$ cat src/rtl/spine_pkg.sv
// spine_pkg: shared widths, destination field position and output-register states
package spine_pkg;
   localparam int DWIDTH   = 16;
   localparam int DEST_MSB = 15;
   localparam int DEST_LSB = 10;
   typedef enum logic {OUT_IDLE = 1'b0, OUT_VALID = 1'b1} out_state_t;
endpackage

$ cat src/rtl/spine_sync_fifo.sv
// spine_sync_fifo: power-of-two synchronous FIFO with combinational head read
module spine_sync_fifo #(
   parameter int DWIDTH = 16,
   parameter int DEPTH  = 8
) (
   input  logic              clk,
   input  logic              reset,
   input  logic              flush,
   input  logic              push,
   input  logic              pop,
   input  logic [DWIDTH-1:0] wdata,
   output logic [DWIDTH-1:0] rdata,
   output logic              full,
   output logic              empty,
   output logic [4:0]        count
);
   localparam int AW = $clog2(DEPTH);
   localparam logic [4:0] FULL_CNT = 5'(DEPTH);
   logic [DWIDTH-1:0] mem [DEPTH];
   logic [AW-1:0]     wr_ptr, rd_ptr;
   assign rdata = mem[rd_ptr];
   assign full  = count == FULL_CNT;
   assign empty = count == '0;
   // storage write; pointers wrap naturally because DEPTH is a power of two
   always_ff @(posedge clk)
      if (push) mem[wr_ptr] <= wdata;
   // pointer and occupancy bookkeeping
   always_ff @(posedge clk)
      if (reset || flush) begin
         wr_ptr <= '0;
         rd_ptr <= '0;
         count  <= '0;
      end else begin
         if (push) wr_ptr <= wr_ptr + 1'b1;
         if (pop) rd_ptr <= rd_ptr + 1'b1;
         count <= count + 5'(push) - 5'(pop);
      end
endmodule

$ cat src/rtl/spine_port.sv
// spine_port: buffered spine egress port with drop accounting and an output register
module spine_port
   import spine_pkg::*;
#(
   parameter int         DWIDTH   = spine_pkg::DWIDTH,
   parameter int         DEPTH    = 8,
   parameter logic [3:0] GROUP_ID = 4'b0010
) (
   input  logic              clk,
   input  logic              reset,
   input  logic [DWIDTH-1:0] in_data,
   input  logic              in_valid,
   input  logic              flush,
   output logic [DWIDTH-1:0] out_data,
   output logic              out_valid,
   output logic [5:0]        out_dest_addr,
   input  logic              out_ready,
   output logic [4:0]        fifo_count,
   output logic              fifo_full,
   output logic              fifo_empty,
   output logic [7:0]        drop_count,
   output logic              overflow
);
   if (DEPTH < 2 || DEPTH > 16 || (DEPTH & (DEPTH - 1)) != 0 || DWIDTH <= DEST_MSB || $bits(GROUP_ID) != 4) begin : g_bad_params
      $error("spine_port: unsupported DEPTH or DWIDTH");
   end
   out_state_t        state;
   logic [DWIDTH-1:0] fifo_rdata;
   logic              push, pop, drop;
   assign pop  = !flush && !fifo_empty && (state == OUT_IDLE || out_ready);
   assign push = !flush && in_valid && (!fifo_full || pop);
   assign drop = !flush && in_valid && fifo_full && !pop;
   assign out_valid     = state == OUT_VALID;
   assign out_dest_addr = out_data[DEST_MSB:DEST_LSB];
   spine_sync_fifo #(.DWIDTH(DWIDTH), .DEPTH(DEPTH)) u_fifo (
      .clk   (clk),
      .reset (reset),
      .flush (flush),
      .push  (push),
      .pop   (pop),
      .wdata (in_data),
      .rdata (fifo_rdata),
      .full  (fifo_full),
      .empty (fifo_empty),
      .count (fifo_count)
   );
   // output register: load on pop, release when the consumer takes the last flit
   always_ff @(posedge clk)
      if (reset) begin
         state    <= OUT_IDLE;
         out_data <= '0;
      end else if (flush) state <= OUT_IDLE;
      else if (pop) begin
         out_data <= fifo_rdata;
         state    <= OUT_VALID;
      end else if (out_ready) state <= OUT_IDLE;
   // saturating drop counter with sticky overflow; flush leaves both alone
   always_ff @(posedge clk)
      if (reset) begin
         drop_count <= '0;
         overflow   <= 1'b0;
      end else if (drop) begin
         drop_count <= drop_count == 8'hFF ? drop_count : drop_count + 1'b1;
         overflow   <= 1'b1;
      end
endmodule

$ cat config.mk
export PLATFORM = sky130hd
export DESIGN_NAME = spine_port
export DESIGN_NICKNAME = d
export VERILOG_FILES = /design/src/rtl/spine_pkg.sv /design/src/rtl/spine_sync_fifo.sv /design/src/rtl/spine_port.sv
export SDC_FILE = /design/constraint.sdc
export NUM_CORES = 1
export LEC_CHECK = 0
export ABC_AREA = 1
export BUFFER_PORTS_ARGS = -buffer_cell sky130_fd_sc_hd__buf_4
export CORE_ASPECT_RATIO = 1.75
export CORE_MARGIN = 8
export CORE_UTILIZATION = 35
export DETAILED_ROUTE_END_ITERATION = 6
export PLACE_DENSITY_LB_ADDON = 0.3
export SYNTH_ARGS = -nofsm -noshare
export SYNTH_HDL_FRONTEND = slang
export SYNTH_SLANG_ARGS = --single-unit
$ cat constraint.sdc
create_clock -name clk -period 6.8 [get_ports clk]
set_input_delay 1.36 -clock clk [delete_from_list [all_inputs] [get_ports clk]]
set_output_delay 1.36 -clock clk [all_outputs]
set_load 0.02 [all_outputs]
==> flow_summary.json <==
{
  "status": "completed",
  "synthFlopType": "edfxtp_1",
  "cts_sinks": 165,
  "postCtsSetupRepairBufs": 0,
  "setup_viol": 0,
  "peakVddDrop_v": 0.000189,
  "crit_fanout": 24,
  "grt_pass1_vias": 4885,
  "grt_max_degree": 67,
  "htree_levels": 4,
  "fmax_mhz": 308,
  "clock_skew_ps": 4.86,
  "cts_resized": 0,
  "regArea_sq_mm": 0.00459,
  "critical_path.max_stage_delay_ps": 390,
  "met3_wirelength_um": 571,
  "clk_path_buf_depth": 2,
  "layout_commonest_cell": "nand2_1",
  "leakagePower_nw": 3.55,
  "nNetsFinal": 826,
  "num_vias": 4913,
  "worstReg2RegStart": "u_fifo.count[3]",
  "yosysWarnings": 0,
  "clkTransAtPathRegs_ps": 60,
  "dieArea_sq_mm": 0.0256,
  "min-delay-start": "overflow",
  "power.density_mw_per_mm2": 336,
  "slowest_stage": "fa_1",
  "max_cap_viol_count": 0,
  "wire_per_inst_um": 15.2,
  "ys_ff_latch": 165,
  "wirelength_um": 16100,
  "synth_nets": 777,
  "fin_util_pct": 41.3,
  "synth_edf_count": 128,
  "syn_inst": 745,
  "hold_violations": 0,
  "cp_data_arrival_time_ps": 3590,
  "crit_start": "out_ready",
  "cts-root-buf": "clkbuf_16",
  "hold_path.class": "reg -> reg",
  "slew_viol_final": 0,
  "drtAntennaViolNets": 0,
  "syn-mean-instance-area_sq_um": 9.68,
  "synthToLayoutAreaGrowth_pct": 16.3,
  "ios": 60,
  "route.met2.wl_um": 8470,
  "grt.overflow.total": 0,
  "worst_pin_slew_ps": 1170,
  "die_w_um": 125,
  "grt_util_all_layers_pct": 12.9,
  "required_ps": 7150,
  "cp-end-kind": "register",
  "rsz0062_at_grt": "no",
  "relSlewSlack_pct": 21.6,
  "final.min_clock_period_ps": 3240,
  "layout_common_cells": "nand2_1, edfxtp_1, inv_1",
  "antenna_found_initial": 0,
  "synth_area_sq_mm": 0.00721,
  "initial_utilization_pct": 35.5,
  "synth_cell_types": 28,
  "portBuffers": 59,
  "nFillCells": 1906,
  "highest_layer": "met4",
  "grt_pass1_wl_um": 25700,
  "vias_per_cell": 4.66,
  "async_reset_ff_share_pct": 0,
  "place.gp.congestion": 0.759,
  "path_cells": "buf_4 -> inv_1 -> a21oi_2 -> nand2_4 -> inv_4 -> ha_1 -> inv_1 -> ha_1 -> inv_1 -> fa_1 -> nor2_1 -> nor2_1 -> nor2_1 -> nor3_1 -> nor3_1",
  "cts_tree": "yes",
  "die_y_um": 206,
  "row_count": 69,
  "core_area_sq_mm": 0.0203,
  "fin_tns_setup_ps": 0,
  "wl_met1_um": 6650,
  "diodes": 0,
  "numCtsBuffers": 17,
  "dp_hpwl_um": 10200,
  "firstDrtPassIters": 5,
  "critPathKind": "in -> reg",
  "clk_latency_ps": 420,
  "startpoint_type": "input pin",
  "cts_hold_buf": 0,
  "drc_errors": 0,
  "drive_gt1_share_pct": 14.5,
  "drtIter0Drc": 269,
  "synth_seq_area_share_pct": 63.6,
  "period_share_pct": 47.7,
  "multiInputGateArea_sq_mm": 0.00193
}
per-stage QoR:
step	hold WS [ps]	worst slack (ps)	instance area (sq um)	cells	power (mW)
3_5_place_dp	451	3090	7820	1023	1.93
5_1_grt	488	3360	8380	1055	2.96
4_1_cts	462	3530	8380	1055	2.85
3_3_place_gp	441	3130	7820	1023	1.92
6_report	455	3560	8380	1055	2.82
2_1_floorplan	481	3430	7210	745	1.72
flip-flops by register name (all words and copies together) (netlist names):
| signal | flops |
|---|---|
| u_fifo.mem | 128 |
| out_data | 16 |
| drop_count | 8 |
| u_fifo.count | 5 |
| u_fifo.rd_ptr | 3 |
| u_fifo.wr_ptr | 3 |
| out_valid | 1 |
| overflow | 1 |
synthesized netlist by cell type, types with 4 or more instances:
cell type / number / area (sq um)
buf_6: 5 / 56.3
a21oi_1: 31 / 155
edfxtp_1: 128 / 3840
nand2_1: 214 / 803
clkbuf_1: 5 / 18.8
buf_4: 10 / 75.1
inv_1: 125 / 469
nor3_1: 7 / 35.0
nor2_1: 26 / 97.6
inv_2: 6 / 22.5
buf_2: 15 / 75.1
o21ai_0: 4 / 20.0
ha_1: 10 / 125
nand3_1: 102 / 510
dfxtp_1: 37 / 741
cell families (layout without fill, tap and decap cells):
group	after synthesis	count (layout)	synth area share [%]
fa+ha+maj	11	11	2.01
buf+inv	168	230	10.1
flops	165	165	63.6
compound gates	40	40	2.90
simple gates	357	357	21.0
xor+xnor	4	4	0.486
worst max-delay path: cells and delay by family:
kind | cells | cell delay, ps
adder cells (fa/ha/maj) | 3 | 820
buffers and inverters | 5 | 500
AND/OR/NAND/NOR | 6 | 720
AO/OA/AOI/OAI | 1 | 160
routing by layer:
| layer | track usage (%) | vias up |
|---|---|---|
| li1 | - | 2474 |
| met1 | 14.0 | 2318 |
| met2 | 23.5 | 100 |
| met3 | 3.03 | 21 |
| met4 | 5.75 | 0 |
| met5 | 0 | - |
final timing paths:
| check | to | cells after the start | slack (ps) |
|---|---|---|---|
| worst max register to register | u_fifo.count[4] | 17 | 3910 |
| worst min-delay path | overflow | 2 | 450 |
| worst min register to register | overflow | 2 | 450 |
| worst max-delay path | u_fifo.count[4] | 15 | 3560 |
final cells by class:
| class | instances | area share [%] |
|---|---|---|
| clock inverter | 13 | 1.60 |
| tap | 248 | 3.70 |
| sequential | 165 | 54.7 |
| clock buffer | 19 | 5.16 |
| timing repair buffer | 66 | 5.91 |
| inverter | 132 | 5.94 |
| multi-input combinational | 412 | 23.0 |
power by group:
part | switching [mW] | internal (mW)
clock | 0.383 | 0.538
combinational | 0.454 | 0.240
sequential | 0.0513 | 1.15
total | 0.888 | 1.93
Power figures use the tool's default switching activity.
